$ cat config.mk
export PLATFORM = sky130hd
export DESIGN_NAME = mem_access_unit
export DESIGN_NICKNAME = d
export VERILOG_FILES = /design/src/rtl/mau_pkg.sv /design/src/rtl/mau_lane.sv /design/src/rtl/mem_access_unit.sv
export SDC_FILE = /design/constraint.sdc
export NUM_CORES = 1
export LEC_CHECK = 0
export BUFFER_PORTS_ARGS = -buffer_cell sky130_fd_sc_hd__buf_4
export CAP_MARGIN = 25
export CORE_ASPECT_RATIO = 1.75
export CORE_UTILIZATION = 40
export CTS_CLUSTER_DIAMETER = 50
export CTS_CLUSTER_SIZE = 12
export DETAILED_ROUTE_END_ITERATION = 8
export HOLD_SLACK_MARGIN = 0.1
export PLACE_DENSITY = 0.7
export RECOVER_POWER = 50
export SYNTH_ARGS = -nofsm -noshare
export SYNTH_HDL_FRONTEND = slang
export SYNTH_SLANG_ARGS = --single-unit
$ cat constraint.sdc
create_clock -name clock -period 2.3 [get_ports clock]
set_input_delay 0.115 -clock clock [delete_from_list [all_inputs] [get_ports clock]]
set_output_delay 0.115 -clock clock [all_outputs]
set_load 0.01 [all_outputs]
$ cat src/rtl/mau_pkg.sv
// Shared definitions for the memory access unit: access codes, FSM states and
// big-endian lane-select helpers.
package mau_pkg;

    localparam logic [3:0] OP_LB  = 4'b0000;
    localparam logic [3:0] OP_LH  = 4'b0001;
    localparam logic [3:0] OP_LW  = 4'b0011;
    localparam logic [3:0] OP_LBU = 4'b0100;
    localparam logic [3:0] OP_LHU = 4'b0101;
    localparam logic [3:0] OP_SB  = 4'b1000;
    localparam logic [3:0] OP_SH  = 4'b1001;
    localparam logic [3:0] OP_SW  = 4'b1011;

    typedef enum logic [1:0] {
        ST_IDLE,
        ST_RD,
        ST_WR,
        ST_FIN
    } mau_state_e;

    localparam logic [31:0] BYTE_MASK = 32'h0000_00FF;
    localparam logic [31:0] HALF_MASK = 32'h0000_FFFF;

    // Byte 00 sits in bits [31:24], so the right-shift distance is (3 - a) * 8.
    function automatic logic [4:0] byte_shift(input logic [1:0] a);
        return {~a, 3'b000};
    endfunction

    function automatic logic [4:0] half_shift(input logic a1);
        return {~a1, 4'b0000};
    endfunction

    function automatic logic is_load(input logic [3:0] op);
        case (op)
            OP_LB, OP_LH, OP_LW, OP_LBU, OP_LHU: return 1'b1;
            default:                             return 1'b0;
        endcase
    endfunction

    function automatic logic is_sub_store(input logic [3:0] op);
        case (op)
            OP_SB, OP_SH: return 1'b1;
            default:      return 1'b0;
        endcase
    endfunction

    function automatic logic is_misaligned(input logic [3:0] op, input logic [1:0] a);
        case (op)
            OP_LH, OP_LHU, OP_SH: return a[0];
            OP_LW, OP_SW:         return (a != 2'b00);
            default:              return 1'b0;
        endcase
    endfunction

endpackage

$ cat src/rtl/mau_lane.sv
// Combinational byte-lane logic: load extract/extend and sub-word store merge
// on big-endian word lanes.
module mau_lane
    import mau_pkg::*;
(
    input  logic [31:0] word,
    input  logic [3:0]  op,
    input  logic [1:0]  addr_lo,
    input  logic [31:0] wdata,
    output logic [31:0] load_data,
    output logic [31:0] store_word
);

    logic [4:0]  bsh;
    logic [4:0]  hsh;
    logic [7:0]  byte_v;
    logic [15:0] half_v;

    always_comb begin
        bsh    = byte_shift(addr_lo);
        hsh    = half_shift(addr_lo[1]);
        byte_v = 8'(word >> bsh);
        half_v = 16'(word >> hsh);

        load_data = '0;
        case (op)
            OP_LB:   load_data = {{24{byte_v[7]}}, byte_v};
            OP_LBU:  load_data = {24'h0, byte_v};
            OP_LH:   load_data = {{16{half_v[15]}}, half_v};
            OP_LHU:  load_data = {16'h0, half_v};
            OP_LW:   load_data = word;
            default: load_data = '0;
        endcase

        store_word = wdata;
        case (op)
            OP_SB:   store_word = (word & ~(BYTE_MASK << bsh)) | ((wdata & BYTE_MASK) << bsh);
            OP_SH:   store_word = (word & ~(HALF_MASK << hsh)) | ((wdata & HALF_MASK) << hsh);
            default: store_word = wdata;
        endcase
    end

endmodule

$ cat src/rtl/mem_access_unit.sv
// Memory-stage load/store engine: one request at a time, read-modify-write for
// sub-word stores. Optional misalignment trap via MAU_MISALIGN_TRAP_EN.
module mem_access_unit
    import mau_pkg::*;
(
    input  logic        clock,
    input  logic        reset,
    input  logic        req,
    input  logic [3:0]  op,
    input  logic [31:0] addr,
    input  logic [31:0] wdata,
    output logic        busy,
    output logic        done,
    output logic [31:0] rdata,
`ifdef MAU_MISALIGN_TRAP_EN
    output logic        exc,
`endif
    output logic        mem_read,
    output logic        mem_write,
    output logic [31:0] mem_addr,
    output logic [31:0] mem_wdata,
    input  logic [31:0] mem_rdata,
    input  logic        mem_stall
);

    mau_state_e  state;
    logic [3:0]  op_q;
    logic [1:0]  addr_lo_q;
    logic [31:0] wdata_q;
    logic [31:0] lane_load;
    logic [31:0] lane_store;

    mau_lane u_lane (
        .word       (mem_rdata),
        .op         (op_q),
        .addr_lo    (addr_lo_q),
        .wdata      (wdata_q),
        .load_data  (lane_load),
        .store_word (lane_store)
    );

    // Request fields are pure data and need no reset.
    always_ff @(posedge clock) begin
        if (req && !busy) begin
            op_q      <= op;
            addr_lo_q <= addr[1:0];
            wdata_q   <= wdata;
        end
    end

    always_ff @(posedge clock or negedge reset) begin
        if (!reset) begin
            state     <= ST_IDLE;
            busy      <= 1'b0;
            done      <= 1'b0;
            rdata     <= '0;
            mem_read  <= 1'b0;
            mem_write <= 1'b0;
            mem_addr  <= '0;
            mem_wdata <= '0;
`ifdef MAU_MISALIGN_TRAP_EN
            exc       <= 1'b0;
`endif
        end else begin
            case (state)
                ST_IDLE, ST_FIN: begin
                    done  <= 1'b0;
`ifdef MAU_MISALIGN_TRAP_EN
                    exc   <= 1'b0;
`endif
                    state <= ST_IDLE;
                    if (req) begin
`ifdef MAU_MISALIGN_TRAP_EN
                        if (is_misaligned(op, addr[1:0])) begin
                            state <= ST_FIN;
                            done  <= 1'b1;
                            exc   <= 1'b1;
                            rdata <= '0;
                        end else
`endif
                        if (is_load(op) || is_sub_store(op)) begin
                            state    <= ST_RD;
                            busy     <= 1'b1;
                            mem_read <= 1'b1;
                            mem_addr <= {addr[31:2], 2'b00};
                        end else if (op == OP_SW) begin
                            state     <= ST_WR;
                            busy      <= 1'b1;
                            mem_write <= 1'b1;
                            mem_addr  <= {addr[31:2], 2'b00};
                            mem_wdata <= wdata;
                        end else begin
                            state <= ST_FIN;
                            done  <= 1'b1;
                            rdata <= '0;
                        end
                    end
                end

                ST_RD: begin
                    if (!mem_stall) begin
                        mem_read <= 1'b0;
                        if (is_load(op_q)) begin
                            rdata <= lane_load;
                            done  <= 1'b1;
                            busy  <= 1'b0;
                            state <= ST_FIN;
                        end else begin
                            // Sub-word store: merged word goes straight out as the write.
                            mem_wdata <= lane_store;
                            mem_write <= 1'b1;
                            state     <= ST_WR;
                        end
                    end
                end

                ST_WR: begin
                    if (!mem_stall) begin
                        mem_write <= 1'b0;
                        done      <= 1'b1;
                        busy      <= 1'b0;
                        state     <= ST_FIN;
                    end
                end

                default: state <= ST_IDLE;
            endcase
        end
    end

endmodule

==> out/qor.yml, run 1 <==
synthesis:
  synth_flop_cell: "dfrtp_1"
  synth_seq_cells: 138
  avgSynthCellArea_um2: 10.99
  syn-instance-count: 640
  async_flop_share_pct: 72.46
  ys_seq_area_share_pct: 51.79
  synth_cell_type_count: 56
  synth_warnings: 0
  synth_area_mm2: 0.007035
  synth-edff-count: 38
pwr:
  pwr-share-seq_pct: 34.7
  pwr-share-comb_pct: 39.9
  ir_drop_v: 0.0005737
  internal_power_w: 0.006992
  finalPower_w: 0.01090
  leakage_nw: 4.212
  switching_share_pct: 35.84
  netSwitchingPower_w: 0.003906
  p_clk_share_pct: 25.4
  power_density_mw_per_mm2: 1083
clock_tree:
  root_buffer: "clkbuf_16"
  numCtsBuffers: 17
  cts_htree_levels: 4
  cts_tree: "done"
  post_cts_buffers: 0
  clk_path_buf_depth: 2
  clk_pin_slew_worst_paths_ns: 0.06
  clk_latency_ns: 0.42
  cts_sinks: 138
setup_path:
  path_delay_family: "multiplexers"
  path_class: "flop to flop"
  crit_path_end_kind: "flop"
  worstRegToRegCells: 7
  path_buf_inv: 2
  cp-start-kind: "flop"
  cp.depth: 7
  crit_slowest_cell: "ha_1"
  cp_max_fo: 24
  crit_arrival_ns: 2.47
  cp_slowest_stage_delay_ns: 0.38
  path_common_cell: "mux2_2"
  cp_cell_sequence: "inv_1 -> ha_1 -> mux2_2 -> o211ai_4 -> nor2_1 -> buf_12 -> mux2_2"
  cp.required_ns: 2.60
die:
  boundaryPins: 204
  start_util_pct: 41.13
  rows: 63
  die_w_um: 102.3
  die_y_um: 177.4
  placeableCoreArea_mm2: 0.01711
  dieArea_mm2: 0.01814
placed_design:
  dp.cells: 1038
  gp_congestion: 0.8813
  port_buffers: 201
  hpwl_mm: 16.25
  dp_worst_setup_slack_ns: 0.04939
cells_and_area:
  drive_gt1_share_pct: 26.77
  fill_cells: 1519
  diodes: 0
  area_growth_pct: 43.02
  fin_cells: 1161
  final_common_cell: "buf_4"
  fin_nets: 1027
  layout_common_cells: "buf_4, dfrtp_1, dlygate4sd3_1"
sta:
  timing.fmax_mhz: 462.6
  maxSlewHeadroom_pct: 32.65
  worst_slack_ns: 0.1383
  fin_hold_ws_ns: 0.1098
  finClkSkew_ns: 0.009145
  period_needed_ns: 2.162
  hold_viol: 0
  slew_viol_final: 0
  setup_tns_ns: 0
  worstMarginPinSlew_ns: 1.010
  setup_viol: 0
  rsz0062_at_grt: "false"
  finalCritPeriodShare_pct: 93.99
detailed_routing:
  drc: 0
  vias: 6462
  drt_iter0_markers: 511
  wirelength_mm: 22.71
  via_per_inst: 5.566
  detail_route.first_pass.iterations: 5
  ant_nets: 0
  wire_per_inst_um: 19.56
grt:
  antenna_found_initial: 0
  grt_pass1_wl_mm: 35.36
  grt_max_degree: 43
  grt_pass1_vias: 6672
  track_usage_pct: 26.09
  grt_overflow: 0
worst_hold_path:
  min_path_cells: 3
  holdCritPathClass: "input port to flop"
run:
  maxCapViolCount: 0
status:
  status: "finished, final reports clean"
-- final timing paths --
path                                       endpoint  slack (ns)            startpoint
min in group asynchronous  mem_addr[28]$_DFFE_PN0P_        0.43                 reset
max reg2reg                mem_wdata[2]$_DFFE_PN0P_        0.14  state[0]$_DFFE_PN0P_
max in group asynchronous     rdata[21]$_DFFE_PN0P_        0.64                 reset
max                        mem_wdata[2]$_DFFE_PN0P_        0.14  state[0]$_DFFE_PN0P_
min reg2reg                    rdata[8]$_DFFE_PN0P_        0.49  rdata[8]$_DFFE_PN0P_
min                            state[0]$_DFFE_PN0P_        0.11             mem_stall
-- final cells by class --
cell class	count	area, um2	area share [%]
inverters	8	30.03	0.2984
flip-flops and latches	138	3643	36.21
repair buffers	319	2392	23.78
clock buffers	22	485.5	4.825
well taps	227	284.0	2.823
clock inverters	10	112.6	1.119
multi-input cells	437	3114	30.95
-- cell usage after synthesis (9+ instances only) --
| master | count | area share, % |
|---|---|---|
| a21oi_1 | 53 | 3.8 |
| a22o_2 | 10 | 1.4 |
| a31oi_1 | 24 | 2.1 |
| buf_2 | 15 | 1.1 |
| clkbuf_1 | 27 | 1.4 |
| dfrtp_1 | 100 | 36 |
| edfxtp_1 | 38 | 16 |
| mux2_2 | 42 | 6.7 |
| mux2i_1 | 25 | 3.6 |
| nand2_1 | 36 | 1.9 |
| nand2b_1 | 10 | 0.89 |
| nor2_1 | 31 | 1.7 |
| o21ai_0 | 59 | 4.2 |
| o2bb2ai_1 | 33 | 4.1 |
| o31ai_1 | 9 | 0.96 |
| or3_1 | 9 | 0.80 |
-- cell families after synthesis --
| group | share of synthesized area [%] |
|---|---|
| other | 0.05330 |
| AO/OA/AOI/OAI | 24.06 |
| adder cells (fa/ha/maj) | 0.3556 |
| flip-flops | 51.79 |
| multiplexers | 10.92 |
| buffers and inverters | 4.375 |
| AND/OR/NAND/NOR | 8.447 |
-- worst register-to-register path: cells and delay by family (launching register included) --
| kind | cells | cell delay [ns] |
|---|---|---|
| AOI/OAI and AO/OA | 1 | 0.14 |
| adders and majority gates | 1 | 0.38 |
| buffers and inverters | 2 | 0.26 |
| DFF | 1 | 0.35 |
| muxes | 2 | 0.70 |
| and+or+nand+nor | 1 | 0.22 |
-- metal layers --
| layer | GRT usage, % | vias to the layer above | part of all wire [%] |
|---|---|---|---|
| met5 | 0 | - | 0 |
| met4 | 14.17 | 0 | 5.2 |
| met3 | 5.672 | 81 | 6.2 |
| met2 | 44.97 | 310 | 52 |
| met1 | 29.47 | 3079 | 37 |
| li1 | - | 2992 | - |
-- metrics by stage --
| stage | utilization (%) | area [um2] |
|---|---|---|
| 3_3_place_gp | 51.82 | 8864 |
| 6_report | 58.83 | 10060 |
| 3_5_place_dp | 51.82 | 8864 |
| 2_1_floorplan | - | 7042 |
| 4_1_cts | 60.64 | 10370 |
| 5_1_grt | 58.83 | 10060 |
-- sequential cells by signal, indices dropped and copies added (netlist names) --
name	count
mem_wdata	32
mem_write	1
wdata_q	32
addr_lo_q	2
mem_addr	30
op_q	4
rdata	32
busy	1
done	1
state	2
mem_read	1
-- power groups by stage --
stage	sequential (W)	combinational, W	clock (W)
6_report	0.00378	0.00434	0.00277
5_1_grt	0.00386	0.00476	0.00292
4_1_cts	0.00379	0.00467	0.00281
3_5_place_dp	0.00382	0.00452	0
3_3_place_gp	0.00381	0.00446	0
2_1_floorplan	0.00400	0.00230	0
-- what timing repair did --
item,in CTS,in global routing
hold buffers,91,0
resized for setup,0,2
endpoints found under the setup margin,0,32
endpoints found under the hold margin,146,0
No activity file was read; power rests on OpenSTA's default activity.
==> run 2: changes to the inputs <==
PLACE_DENSITY = 0.69   (was 0.7)
SYNTH_HIERARCHICAL = 1   (was unset)
==> out/qor.yml, run 2 <==
status:
  status: "finished, final reports clean"  # unchanged
sta:
  setup_tns_ns: 0  # unchanged
  maxSlewHeadroom_pct: 2.688  # was 32.65%
  timing.fmax_mhz: 478.5  # was 462.6 MHz
  hold_viol: 0  # unchanged
  period_needed_ns: 2.090  # was 2.162 ns
  finClkSkew_ns: 0.01726  # was 0.009145 ns
  worstMarginPinSlew_ns: 1.460  # was 1.010 ns
  fin_hold_ws_ns: 0.1148  # was 0.1098 ns
  setup_viol: 0  # unchanged
  finalCritPeriodShare_pct: 90.86  # was 93.99%
  rsz0062_at_grt: "false"  # unchanged
  worst_slack_ns: 0.2102  # was 0.1383 ns
  slew_viol_final: 0  # unchanged
grt:
  antenna_found_initial: 1  # was 0
  grt_max_degree: 65  # was 43
  grt_pass1_vias: 6550  # was 6,672
  grt_overflow: 0  # unchanged
  grt_pass1_wl_mm: 36.34  # was 35.36 mm
  track_usage_pct: 25.23  # was 26.09%
synthesis:
  synthMostInstantiatedCell: "dfrtp_1"  # unchanged
  async_flop_share_pct: 72.46  # unchanged
  synth_cell_type_count: 64  # was 56
  synth_top_area_share_pct: 34.64  # was 35.57%
  synth-edff-count: 38  # unchanged
  synth_xor_area_share_pct: 0  # unchanged
  avgSynthCellArea_um2: 11.30  # was 10.99 um2
  synth_top_family_by_area: "compound AO/OA/AOI/OAI gates"  # unchanged
  ys_seq_area_share_pct: 50.44  # was 51.79%
  synthAdderAreaFrac_pct: 0.3464  # was 0.3557%
  synth_flop_cell: "dfrtp_1"  # unchanged
  synthTopCellsByArea: "dfrtp_1, edfxtp_1, mux2_2"  # unchanged
  synth-simple-area-share_pct: 9.458  # was 8.447%
  synth_compound_area_share_pct: 20.70  # was 24.06%
  synth_common_cells: "dfrtp_1, nand2_1, mux2_2"  # was dfrtp_1, o21ai_0, a21oi_1
  syn-instance-count: 639  # was 640
  synth_warnings: 6  # was 0
  synth_top_cell_by_area: "dfrtp_1"  # unchanged
  synth.mux.area_fraction_pct: 13.37  # was 10.92%
  synth_area_mm2: 0.007223  # was 0.007035 mm2
  synth_seq_cells: 138  # unchanged
clock_tree:
  clk_latency_ns: 0.43  # was 0.42 ns
  root_buffer: "clkbuf_16"  # unchanged
  cts_sinks: 138  # unchanged
  cts_resized: 0  # unchanged
  numCtsBuffers: 17  # unchanged
  cts_tree: "done"  # unchanged
  clk_pin_slew_worst_paths_ns: 0.07  # was 0.06 ns
  cts_htree_levels: 4  # unchanged
  clk_path_buf_depth: 2  # unchanged
detailed_routing:
  vias: 6491  # was 6,462
  wire_per_inst_um: 20.01  # was 19.56 um
  wirelength_mm: 23.29  # was 22.71 mm
  drc: 0  # unchanged
  ant_nets: 0  # unchanged
  via_per_inst: 5.576  # was 5.566
  drt_iter0_markers: 383  # was 511
  detail_route.first_pass.iterations: 5  # unchanged
setup_path:
  cp_slowest_stage_delay_ns: 0.57  # was 0.38 ns
  worstRegToRegCells: 5  # was 7
  crit_path_end_kind: "flop"  # unchanged
  cp.required_ns: 2.61  # was 2.60 ns
  crit_slowest_cell: "or4b_2"  # was ha_1
  cp_cell_sequence: "buf_4 -> or4b_2 -> o31ai_1 -> a221oi_1 -> a221o_1"  # was inv_1 -> ha_1 -> mux2_2 -> o211ai_4 -> nor2_1 -> buf_12 -> mux2_2
  cp-start-kind: "flop"  # unchanged
  path_delay_family: "compound AO/OA/AOI/OAI gates"  # was multiplexers
  cp_max_fo: 10  # was 24
  reg2reg_slack_ns: 0.21  # was 0.14 ns
  path_class: "flop to flop"  # unchanged
  r2r_end: "rdata[1]$_DFFE_PN0P_"  # was mem_wdata[2]$_DFFE_PN0P_
  critPathLaunch: "addr_lo_q[1]$_DFFE_PP_"  # was state[0]$_DFFE_PN0P_
  crit_arrival_ns: 2.40  # was 2.47 ns
  rr_startpoint: "addr_lo_q[1]$_DFFE_PP_"  # was state[0]$_DFFE_PN0P_
  path_buf_inv: 1  # was 2
die:
  start_util_pct: 41.00  # was 41.13%
  dieArea_mm2: 0.01862  # was 0.01814 mm2
  die_w_um: 103.6  # was 102.3 um
  rows: 64  # was 63
  die_y_um: 179.8  # was 177.4 um
  boundaryPins: 204  # unchanged
  placeableCoreArea_mm2: 0.01762  # was 0.01711 mm2
cells_and_area:
  regArea_mm2: 0.003643  # unchanged
  layout_common_cells: "buf_4, dfrtp_1, clkbuf_1"  # was buf_4, dfrtp_1, dlygate4sd3_1
  area_growth_pct: 41.12  # was 43.02%
  largest_registers: "mem_wdata x32, rdata x32, wdata_q x32"  # unchanged
  fin_nets: 1025  # was 1,027
  fill_cells: 1581  # was 1,519
  final_common_cell: "buf_4"  # unchanged
  multi_input_area_mm2: 0.003207  # was 0.003114 mm2
  drive_gt1_share_pct: 27.47  # was 26.77%
worst_hold_path:
  min_path_cells: 4  # was 3
  holdCritPathClass: "input port to flop"  # unchanged
  min_from: "mem_rdata[19]"  # was mem_stall
  whs_endpoint: "rdata[19]$_DFFE_PN0P_"  # was state[0]$_DFFE_PN0P_
pwr:
  ir_drop_v: 0.0006074  # was 0.0005737 V
  power_density_mw_per_mm2: 1137  # was 1083 mW/mm2
  leakage_nw: 4.426  # was 4.212 nW
  finalPower_w: 0.01159  # was 0.01090 W
placed_design:
  dp_worst_setup_slack_ns: 0.1917  # was 0.04939 ns
  gp_congestion: 0.9137  # was 0.8813
  hpwl_mm: 16.38  # was 16.25 mm
  port_buffers: 201  # unchanged
run:
  maxCapViolCount: 0  # unchanged
## run 2: changes by cell type after synthesis, moves of 17 or more
cell / delta
a221o_1: +24
and3_1: +32
inv_1: +21
nand2_1: +17
nor2_1: -26
o21ai_0: -45
o221ai_1: +21
o2bb2ai_1: -32
## run 2: power by group
group	internal, W	leakage, nW	switching (W)	total (W)
clock	0.00158	0.305	0.00126	0.00284
sequential	0.00349	1.59	0.000639	0.00413
combinational	0.00211	2.53	0.00251	0.00462
## run 2: through the flow
stage                     instances  cell area, um2  utilization (%)
after detailed placement       1041            9030            51.26
after floorplan                 640            7229                -
after global placement         1041            9030            51.26
final                          1164           10190            57.86
after global routing           1164           10190            57.86
after CTS                      1156           10480            59.46
## run 2: worst max-delay path by stage
stage | cells past startpoint | endpoint | slack, ns
floorplan | 8 | rdata[28]$_DFFE_PN0P_ | 0.37
global placement | 5 | mem_wdata[14]$_DFFE_PN0P_ | 0.22
detailed placement | 4 | rdata[1]$_DFFE_PN0P_ | 0.19
CTS | 4 | rdata[1]$_DFFE_PN0P_ | 0.17
global route | 6 | done$_DFFE_PN0P_ | 0.02
finish | 5 | rdata[1]$_DFFE_PN0P_ | 0.21
## run 2: worst min-delay path, stage by stage
cell	delay, ns
buf_4	0.11
nand2_1	0.05
o211ai_1	0.10
a221o_1	0.14
## run 2: kinds of logic after synthesis
kind of cell    after synthesis
buf+inv                      89
flops                       138
simple gates                119
other cells                   1
fa+ha+maj                     2
compound gates              200
mux                          90
## run 2: metal layers
metal / vias up / routed length, um / track usage, %
met1: 3165 / 8786 / 28.19
met4: 0 / 984 / 13.16
li1: 3023 / - / -
met3: 56 / 1023 / 3.880
met2: 247 / 12490 / 45.80
met5: - / 0 / 0
## run 2: layout make-up
class	count	share of cell area (%)
Clock buffer	19	4.664
Sequential cell	138	35.74
Multi-Input combinational cell	413	31.46
Antenna cell	1	0.02455
Clock inverter	13	1.362
Inverter	31	1.142
Timing Repair Buffer	318	22.77
Tap cell	231	2.835
## run 2: repair_timing
action,4_1_cts,5_1_grt
setup buffers,0,7
hold buffers,83,0
endpoints found under the setup margin,0,7
endpoints found under the hold margin,217,0
==> run 3: changes to the inputs <==
--- a/config.mk
+++ b/config.mk
@@ -9,10 +9,11 @@
 export CAP_MARGIN = 25
 export CORE_ASPECT_RATIO = 1.75
-export CORE_UTILIZATION = 40
+export CORE_UTILIZATION = 49
+export CTS_BUF_LIST = sky130_fd_sc_hd__clkbuf_4
 export CTS_CLUSTER_DIAMETER = 50
 export CTS_CLUSTER_SIZE = 12
 export DETAILED_ROUTE_END_ITERATION = 8
 export HOLD_SLACK_MARGIN = 0.1
-export PLACE_DENSITY = 0.69
+export PLACE_DENSITY = 0.82
 export RECOVER_POWER = 50
 export SYNTH_ARGS = -nofsm -noshare
==> constraint.sdc (replaced) <==
create_clock -name clock -period 2.3 [get_ports clock]
set_input_delay 0.115 -clock clock [delete_from_list [all_inputs] [get_ports clock]]
set_output_delay 0.115 -clock clock [all_outputs]
set_load 0.1 [all_outputs]
==> out/qor.yml, run 3 (synthesis gave the netlist of run 2 again) <==
sta:
  finClkSkew_ns: 0.03807  # was 0.01726 ns
  maxSlewHeadroom_pct: 9.611  # was 2.688%
  timing.fmax_mhz: 462.6  # was 478.5 MHz
  period_needed_ns: 2.162  # was 2.090 ns
  finalCritPeriodShare_pct: 93.98  # was 90.86%
  setup_viol: 0  # unchanged
  setup_tns_ns: 0  # unchanged
  hold_viol: 0  # unchanged
  slew_viol_final: 0  # unchanged
  rsz0062_at_grt: "false"  # unchanged
  worstMarginPinSlew_ns: 1.356  # was 1.460 ns
setup_path:
  path_delay_family: "compound AO/OA/AOI/OAI gates"  # unchanged
  reg2reg_slack_ns: 0.14  # was 0.21 ns
  critPathLaunch: "state[1]$_DFFE_PN0P_"  # was addr_lo_q[1]$_DFFE_PP_
  cp_cell_sequence: "inv_1 -> ha_2 -> buf_4 -> o21ai_0 -> o21ai_0 -> mux2i_1"  # was buf_4 -> or4b_2 -> o31ai_1 -> a221oi_1 -> a221o_1
  worstRegToRegCells: 6  # was 5
  cp.depth: 6  # was 5
  cp-start-kind: "flop"  # unchanged
  cp_max_fo: 39  # was 10
  r2r_end: "done$_DFFE_PN0P_"  # was rdata[1]$_DFFE_PN0P_
  cp.required_ns: 2.80  # was 2.61 ns
  rr_startpoint: "state[1]$_DFFE_PN0P_"  # was addr_lo_q[1]$_DFFE_PP_
  path_class: "flop to flop"  # unchanged
  crit_path_end_kind: "flop"  # unchanged
  cp_slowest_stage_delay_ns: 0.53  # was 0.57 ns
  endpoint: "done$_DFFE_PN0P_"  # was rdata[1]$_DFFE_PN0P_
  path_common_cell: "o21ai_0"
  path_buf_inv: 2  # was 1
  crit_arrival_ns: 2.66  # was 2.40 ns
  crit_slowest_cell: "buf_4"  # was or4b_2
run:
  maxCapViolCount: 0  # unchanged
clock_tree:
  post_cts_buffers: 0  # unchanged
  cts_tree: "done"  # unchanged
  clk_latency_ns: 0.57  # was 0.43 ns
  clk_pin_slew_worst_paths_ns: 0.14  # was 0.07 ns
  ctsHoldBuffers: 101  # was 83
  clk_path_buf_depth: 2  # unchanged
  cts_sinks: 138  # unchanged
  cts_htree_levels: 4  # unchanged
  numCtsBuffers: 17  # unchanged
  cts_resized: 0  # unchanged
  root_buffer: "clkbuf_4"  # was clkbuf_16
cells_and_area:
  fin_nets: 1035  # was 1,025
  largest_registers: "mem_wdata x32, rdata x32, wdata_q x32"  # unchanged
  drive_gt1_share_pct: 32.17  # was 27.47%
  design_area_mm2: 0.01016  # was 0.01019 mm2
  layout_common_cells: "buf_4, dlygate4sd3_1, dfrtp_1"  # was buf_4, dfrtp_1, clkbuf_1
  area_growth_pct: 40.72  # was 41.12%
  final_common_cell: "buf_4"  # unchanged
detailed_routing:
  drc: 0  # unchanged
  detail_route.first_pass.iterations: 5  # unchanged
  ant_nets: 0  # unchanged
  wirelength_mm: 25.31  # was 23.29 mm
  vias: 6933  # was 6,491
  drt_iter0_markers: 527  # was 383
  wire_per_inst_um: 22.54  # was 20.01 um
  via_per_inst: 6.174  # was 5.576
die:
  placeableCoreArea_mm2: 0.01437  # was 0.01762 mm2
  die_w_um: 93.78  # was 103.6 um
  rows: 58  # was 64
  die_y_um: 162.6  # was 179.8 um
  start_util_pct: 50.27  # was 41.00%
  boundaryPins: 204  # unchanged
  dieArea_mm2: 0.01525  # was 0.01862 mm2
status:
  status: "finished, final reports clean"  # unchanged
placed_design:
  port_buffers: 201  # unchanged
  gp_congestion: 0.9479  # was 0.9137
  hpwl_mm: 16.42  # was 16.38 mm
  place_area_mm2: 0.008966  # was 0.009030 mm2
grt:
  grt_max_degree: 65  # unchanged
  track_usage_pct: 34.11  # was 25.23%
  grt_overflow: 0  # unchanged
  grt_pass1_wl_mm: 39.08  # was 36.34 mm
  grt_pass1_vias: 7150  # was 6,550
  antenna_found_initial: 1  # unchanged
worst_hold_path:
  holdCritPathClass: "input port to flop"  # unchanged
## run 3: changes by cell type in the layout (fill, tap and decap cells not counted), moves of 2 or more
| cell | previous run | this run |
|---|---|---|
| clkbuf_16 | 19 | 0 |
| dlygate4sd3_1 | 83 | 101 |
| clkbuf_4 | 14 | 42 |
| bufinv_16 | 0 | 2 |
| buf_4 | 130 | 164 |
| clkbuf_1 | 84 | 29 |
## run 3: layout make-up
type                    count  area, um2
fillers                  1037       4204
flip-flops and latches    138       3643
multi-input cells         413       3207
repair buffers            328       2653
well taps                 180      225.2
clock inverters            15      190.2
clock buffers              17      127.6
inverters                  31      116.4
diodes                      1      2.502
## run 3: how the worst min path moves through the flow
stage                              from  slack, ns               endpoint  cells past startpoint
after floorplan                   reset      -0.18       busy$_DFFE_PN0P_                      0
after global placement            reset       0.18       done$_DFFE_PN0P_                      1
after detailed placement          reset       0.21       done$_DFFE_PN0P_                      1
after CTS                 mem_rdata[10]       0.12  rdata[10]$_DFFE_PN0P_                      4
after global routing       mem_rdata[8]       0.13   rdata[8]$_DFFE_PN0P_                      4
final                      mem_rdata[8]       0.15   rdata[8]$_DFFE_PN0P_                      4
## run 3: stage by stage
| stage | util (%) | instances | setup WS (ns) | hold WS [ns] |
|---|---|---|---|---|
| after floorplan | - | 640 | 0.3687 | -0.1806 |
| after global placement | 62.30 | 988 | 0.005780 | 0.1791 |
| after detailed placement | 62.40 | 989 | 0.2202 | 0.2102 |
| after CTS | 71.65 | 1122 | 0.1788 | 0.1234 |
| after global routing | 70.74 | 1123 | 0.009915 | 0.1342 |
| final | 70.74 | 1123 | 0.1385 | 0.1476 |
## run 3: worst register-to-register path, delay by kind of cell (launching register included)
| kind | cells | cell delay, ns |
|---|---|---|
| compound gates | 2 | 0.66 |
| fa+ha+maj | 1 | 0.19 |
| buf+inv | 2 | 0.61 |
| flops | 1 | 0.43 |
| mux | 1 | 0.22 |
## run 3: metal layers
metal | part of all wire, % | vias to the layer above | routed length (um) | track usage (%)
li1 | - | 3056 | - | -
met1 | 36 | 3441 | 9058 | 39.09
met2 | 54 | 350 | 13590 | 59.06
met3 | 5.2 | 86 | 1320 | 5.882
met4 | 5.3 | 0 | 1346 | 19.37
met5 | 0 | - | 0 | 0
Power of run 3 is left out: the tool's default activity adds up to more than one toggle a clock period on the data nets, which glitch-free logic cannot reach.
